File: src/rtl/jt10_adpcm_cntn.sv
// Time-multiplexed ADPCM address counters: one CH-entry state ring, one slot updated per cen.
// Loop playback is compiled in only when JT10_ADPCM_LOOP_EN is defined.
module jt10_adpcm_cntn #(
  parameter int unsigned CH = 6,
  parameter int unsigned AW = 12,
  parameter int unsigned SW = 9,
  localparam int unsigned SLW = $clog2(CH)
) (
  input  logic              clk,
  input  logic              rst,
  input  logic              cen,
  input  logic              adv,
  input  logic [AW+3:0]     addr_in,
  input  logic              up_start,
  input  logic              up_end,
  input  logic              aon,
  input  logic              aoff,
  input  logic              loop_in,
  output logic [SLW-1:0]    slot,
  output logic [AW+SW-2:0]  addr_out,
  output logic              sel,
  output logic              roe_n,
  output logic [3:0]        bank,
  output logic [CH-1:0]     flags,
  input  logic [CH-1:0]     clr_flags
);

  localparam int unsigned CW = AW + SW;

  logic [SLW-1:0]         ptr_q, ptr_d;
  logic [CH-1:0]          on_q, done_q;
  logic [CH-1:0][3:0]     bank_q;
  logic [CH-1:0][AW-1:0]  start_q, end_q;
  logic [CH-1:0][CW-1:0]  cnt_q;

  logic          on_d, done_d;
  logic [3:0]    bank_d;
  logic [AW-1:0] start_d, end_d;
  logic [CW-1:0] cnt_cur, cnt_d;
  logic          ev_set;
  logic [CH-1:0] set;

`ifdef JT10_ADPCM_LOOP_EN
  logic [CH-1:0] loop_q;
  logic          loop_d;
`else
  logic unused_loop_in;
  assign unused_loop_in = loop_in;
`endif

  assign ptr_d = (ptr_q == SLW'(CH - 1)) ? '0 : ptr_q + SLW'(1);

  // Next value of the entry addressed by ptr_q.
  always_comb begin
    on_d    = on_q[ptr_q];
    done_d  = done_q[ptr_q];
    bank_d  = bank_q[ptr_q];
    start_d = start_q[ptr_q];
    end_d   = end_q[ptr_q];
    cnt_cur = cnt_q[ptr_q];
    cnt_d   = cnt_cur;
    ev_set  = 1'b0;
`ifdef JT10_ADPCM_LOOP_EN
    loop_d  = loop_q[ptr_q];
`endif
    if (up_start) start_d = addr_in[AW-1:0];
    if (up_end)   end_d   = addr_in[AW-1:0];
    if (up_start || up_end) bank_d = addr_in[AW+3:AW];

    if (aoff) begin
      ev_set = !done_q[ptr_q];
      on_d   = 1'b0;
      done_d = 1'b1;
    end else if (aon) begin
      if (!on_q[ptr_q]) begin
        on_d   = 1'b1;
        done_d = 1'b0;
        cnt_d  = {start_d, {SW{1'b0}}};
`ifdef JT10_ADPCM_LOOP_EN
        loop_d = loop_in;
`endif
      end
    end else if (adv && on_q[ptr_q] && !done_q[ptr_q]) begin
      if ((cnt_cur[CW-1:SW] == end_d) && (&cnt_cur[SW-1:0])) begin
        ev_set = 1'b1;
`ifdef JT10_ADPCM_LOOP_EN
        if (loop_q[ptr_q]) cnt_d = {start_d, {SW{1'b0}}};
        else               done_d = 1'b1;
`else
        done_d = 1'b1;
`endif
      end else begin
        cnt_d = cnt_cur + CW'(1);
      end
    end
  end

  always_comb begin
    set = '0;
    if (cen && ev_set) set[ptr_q] = 1'b1;
  end

  always_ff @(posedge clk or posedge rst) begin
    if (rst) begin
      ptr_q    <= '0;
      on_q     <= '0;
      done_q   <= '1;
      bank_q   <= '0;
      start_q  <= '0;
      end_q    <= '0;
      cnt_q    <= '0;
      slot     <= '0;
      addr_out <= '0;
      sel      <= 1'b0;
      bank     <= 4'd0;
      roe_n    <= 1'b1;
    end else if (cen) begin
      ptr_q          <= ptr_d;
      on_q[ptr_q]    <= on_d;
      done_q[ptr_q]  <= done_d;
      bank_q[ptr_q]  <= bank_d;
      start_q[ptr_q] <= start_d;
      end_q[ptr_q]   <= end_d;
      cnt_q[ptr_q]   <= cnt_d;
      slot           <= ptr_q;
      addr_out       <= cnt_d[CW-1:1];
      sel            <= cnt_d[0];
      bank           <= bank_d;
      roe_n          <= !(on_d && !done_d);
    end
  end

`ifdef JT10_ADPCM_LOOP_EN
  always_ff @(posedge clk or posedge rst) begin
    if (rst)      loop_q        <= '0;
    else if (cen) loop_q[ptr_q] <= loop_d;
  end
`endif

  // Flags run every clock so the host can clear them while the pipeline is stalled.
  always_ff @(posedge clk or posedge rst) begin
    if (rst) flags <= '0;
    else     flags <= ~clr_flags & (flags | set);
  end

endmodule
File: config.mk
export PLATFORM = sky130hd
export DESIGN_NAME = jt10_adpcm_cntn
export DESIGN_NICKNAME = d
export VERILOG_FILES = /design/src/rtl/jt10_adpcm_cntn.sv
export SDC_FILE = /design/constraint.sdc
export NUM_CORES = 1
export LEC_CHECK = 0
export ABC_AREA = 1
export CAP_MARGIN = 20
export CORE_MARGIN = 2
export CORE_UTILIZATION = 30
export CTS_BUF_LIST = sky130_fd_sc_hd__clkbuf_4
export DETAILED_ROUTE_END_ITERATION = 8
export HOLD_SLACK_MARGIN = 0.08
export SYNTH_ARGS = -nofsm -noshare
export SYNTH_HDL_FRONTEND = slang
export SYNTH_SLANG_ARGS = --single-unit
File: constraint.sdc
create_clock -name clk -period 14.3 [get_ports clk]
set_input_delay 2.145 -clock clk [delete_from_list [all_inputs] [get_ports clk]]
set_output_delay 2.145 -clock clk [all_outputs]
set_load 0.02 [all_outputs]
==> results.md <==
* Outcome: completed
* Worst Reg2Reg Path Length in Cells at 23
* Compound-Gate Fraction of Synth Area at 0.115
* Overall global routing resource usage at 0.188
* Critical path data required time at 14950 ps
* CTS buffer count at 95
* Detailed-route wire length on metal 1 at roughly 24000 µm
* CTS Root Buffer Type: clkbuf_4
* Worst-case clock skew at 63.4 ps
* Classification of the worst-slack hold path: reg2reg
* Wire length reported by the detailed router at 55400 µm
* Number of buffers added to fix hold violations after cts at 0
* Antenna violations before repair at 1
* Clock Latency Late Sink at 820 ps
* Peak supply drop at approximately 0.000083 V
* Multiplexer area fraction after synthesis at 0
* Tightest Pin Transition at 1070 ps
* Kind of capture point of the worst setup path: register
* Internal power of the cells at 2.38 mW
* Count of flip-flops with a built-in enable after synthesis at 0
* Global-route wire length before repair at 87800 µm
* Avg WL per Cell at between 15 and 20 µm
* Clock Pin Slew Worst Setup and Hold Paths at 60 ps
* Power share of the combinational group at 0.395
* Adder-cell share of the synthesized area at 0.00148
* Post-Syn Area per Cell at 7.59 µm²
* # resized after CTS at 0
* Combinational family with the most area after synthesis: simple AND/OR/NAND/NOR gates
* Clock tree from TritonCTS: yes
* Async S/R FF share, synth at 1.00
* Post-Syn Instances at 2233
* # clock sinks at 344
* Total half-perimeter wirelength after legalization and detailed placement at 33300 µm
* Placed instance area at around 18000 µm²
* Reg-to-reg startpoint: ptr_q[0]
* Final cycle utilization of the critical path at 0.356
* Worst-case hold path end point: done_q[4]
* Storage cell area at ~8600 µm²
* Area taken by multi-input logic gates at 7430 µm²
* DR pass1 iterations at 6
* Reg-to-reg endpoint: cnt_q[21]
* Synth Warn # at 0
* Total Die Area at between 50000 and 60000 µm²
* Arrival time at the worst endpoint at 5750 ps
* Total count of hold-check failures in the final report at 0
* Fraction of layout cells with a size suffix above 1 at 0.117
* Setup Slack @ Placement at 8520 ps
* Area added between synthesis and finish at 14.6%
* Type of the setup path with the least slack: reg2reg
* Flop pwr share at 0.390
* Crit path setup slack, layout at 9210 ps
* Pin count of the biggest net entering global routing at approximately 180
* Clock Path Buffers at 3
* Met3 wire length at 3980 µm
* Startpoint class of the critical path: register
* Worst hold path startpoint: done_q[4]
* Final slew viol count at 0
* Power Density at ~210 nW/µm²
* Total number of vias at 15900
* Seq/Total Area, Yosys at 0.508
* Post-synth net total at between 2000 and 2500
* Simple-gate area share of the yosys netlist at 0.320
* Amount of wire on met2 after detailed routing at roughly 26000 µm
* Hold-critical path depth at 2
* Vertical die dimension at 242 µm
* Total Negative Setup Slacks at 0 ps
* Depth of the CTS H-tree at 3
* Number of I/O port buffers at 64
* Reported net switching power at 1.79 mW
* Final setup violation count at 0
* Filler cell count at 6015
* Iter 0 DRT Violations at approximately 1300
* Unrepaired setup endpoints after global routing: no
* Critical Path Fanout Max at 53
* Number of top-level pins at between 60 and 70
* Core Footprint at 56200 µm²
* Commonest non-fill, non-tap cell in the layout: nand2_1
* Uppermost routed layer: met4
* Leading cell types in the layout, fill and taps excluded: 969 x nand2_1, 336 x dfrtp_1, 226 x o21ai_0
* Share of total power in the clock network at 0.215
* Worst Hold Slack at 471 ps
* Max cap viols at 0
* Leakage power at 9.72 nW
* R2R setup slack at 9210 ps
* Cell area after synthesis at ~17000 µm²
* Final-stage net count at about 2300
* Post-layout min period at 5090 ps
* Total power after layout at 4.17 mW
* Buffers inserted by post-CTS timing repair at 0
* Overflow after GRT at 0
* Average vias per placed instance at 5.10
* Post-synthesis share of cell area spent on xor and xnor gates at 0
* Fraction of power spent switching nets at 0.429
* Placer's final routability congestion estimate at 0.884
* Area of all placed cells without fillers at slightly below 20000 µm²
* Vias in the first global route at 15500
* Die X-Extent at between 200 and 250 µm
* FMAX at 196 MHz
* Primary flip-flop cell chosen by synthesis mapping: dfrtp_1
* Post-DRT Antenna Nets at 0
* Starting density of the core at 0.302
* Post-synthesis cell type count at 37
* Number of cell rows at 87
* Headroom to the max-slew limit at 0.289
* DRC errors left at 0
* Yosys reg bits at roughly 340
==> worst max path at each step <==
stage	cells past startpoint	slack, ps	end	start
after global placement	13	8550	cnt_q[84]	up_end
final	23	9210	cnt_q[21]	ptr_q[0]
after detailed placement	13	8520	cnt_q[21]	up_end
after CTS	23	9250	cnt_q[21]	ptr_q[0]
after floorplan	1	2630	addr_out[0]	rst
after global routing	23	8830	cnt_q[21]	ptr_q[0]
==> power by group through the flow <==
stage               Combinational, mW  Sequential (mW)  Clock, mW
floorplan                        1.10             1.62          0
global placement                 1.59             1.61          0
detailed placement               1.63             1.63          0
CTS                              1.63             1.62      0.921
global route                     1.84             1.67      0.972
finish                           1.65             1.62      0.897
==> sequential cells by signal, indices dropped and copies added (netlist names) <==
register	count
end_q	72
on_q	6
cnt_q	126
ptr_q	3
done_q	6
roe_n	1
start_q	72
slot	3
sel	1
bank	4
bank_q	24
addr_out	20
flags	6
==> metal layers <==
layer	up-vias	track usage
met5	-	0
met4	0	0.0679
met3	120	0.0322
met2	650	0.305
met1	7752	0.253
li1	7425	-
==> cell type report <==
| class | instances | area share |
|---|---|---|
| Tap cell | 756 | 0.0487 |
| Clock buffer | 150 | 0.0580 |
| Inverter | 86 | 0.0172 |
| Multi-Input combinational cell | 1674 | 0.383 |
| Clock inverter | 19 | 0.00399 |
| Timing Repair Buffer | 94 | 0.0452 |
| Sequential cell | 344 | 0.444 |
| Antenna cell | 1 | 0.000129 |
==> synth_stat cells, types with 3 or more instances <==
| library cell | n | area (µm²) |
|---|---|---|
| o22ai_1 | 23 | 144 |
| o21ai_0 | 226 | 1130 |
| o21ai_2 | 5 | 43.8 |
| nor2_2 | 6 | 37.5 |
| nand4_1 | 29 | 181 |
| nor2_1 | 86 | 323 |
| inv_2 | 10 | 37.5 |
| o211ai_1 | 5 | 37.5 |
| a21oi_1 | 46 | 230 |
| nor3_1 | 11 | 55.1 |
| buf_2 | 14 | 70.1 |
| buf_6 | 5 | 56.3 |
| nand2_1 | 969 | 3640 |
| nand3_1 | 173 | 866 |
| dfrtp_1 | 337 | 8430 |
| inv_1 | 73 | 274 |
| nor2_4 | 3 | 33.8 |
| a22oi_1 | 32 | 240 |
| nand2_2 | 14 | 87.6 |
| dfstp_2 | 7 | 184 |
| a21boi_2 | 3 | 33.8 |
| nand3_2 | 4 | 40.0 |
| or2_2 | 17 | 106 |
| buf_1 | 10 | 37.5 |
| buf_4 | 19 | 143 |
| clkbuf_1 | 81 | 304 |
| o21ai_1 | 12 | 60.1 |
==> cells by family (layout without fill, tap and decap cells) <==
| kind of cell | count (synthesis) | after routing |
|---|---|---|
| simple gates | 1316 | 1316 |
| compound gates | 356 | 356 |
| fa+ha+maj | 2 | 2 |
| other cells | 0 | 1 |
| buf+inv | 215 | 349 |
| flops | 344 | 344 |
==> metrics by stage <==
step / util / cells
6_report: 0.346 / 3124
5_1_grt: 0.346 / 3124
4_1_cts: 0.346 / 3123
3_5_place_dp: 0.324 / 2954
3_3_place_gp: 0.324 / 2954
2_1_floorplan: - / 2233
==> worst max-delay path, stage by stage, from the launching register on <==
cell and delay, ps:
dfrtp_4 610, clkinv_2 140, buf_4 570, buf_4 580, nand2_1 250, nor2_1 150, nor2_1 60, nand2_1 70
nand2_1 50, nand2_1 120, inv_2 70, nor2_1 230, inv_1 90, nor3_1 150, ha_1 270, nand2_1 80
nor2_1 100, nand2_1 100, nor2_2 160, nand2_4 240, nand3_1 220, inv_1 110, o21ai_2 370, o21ai_0 140
No activity file was read; power rests on OpenSTA's default activity.
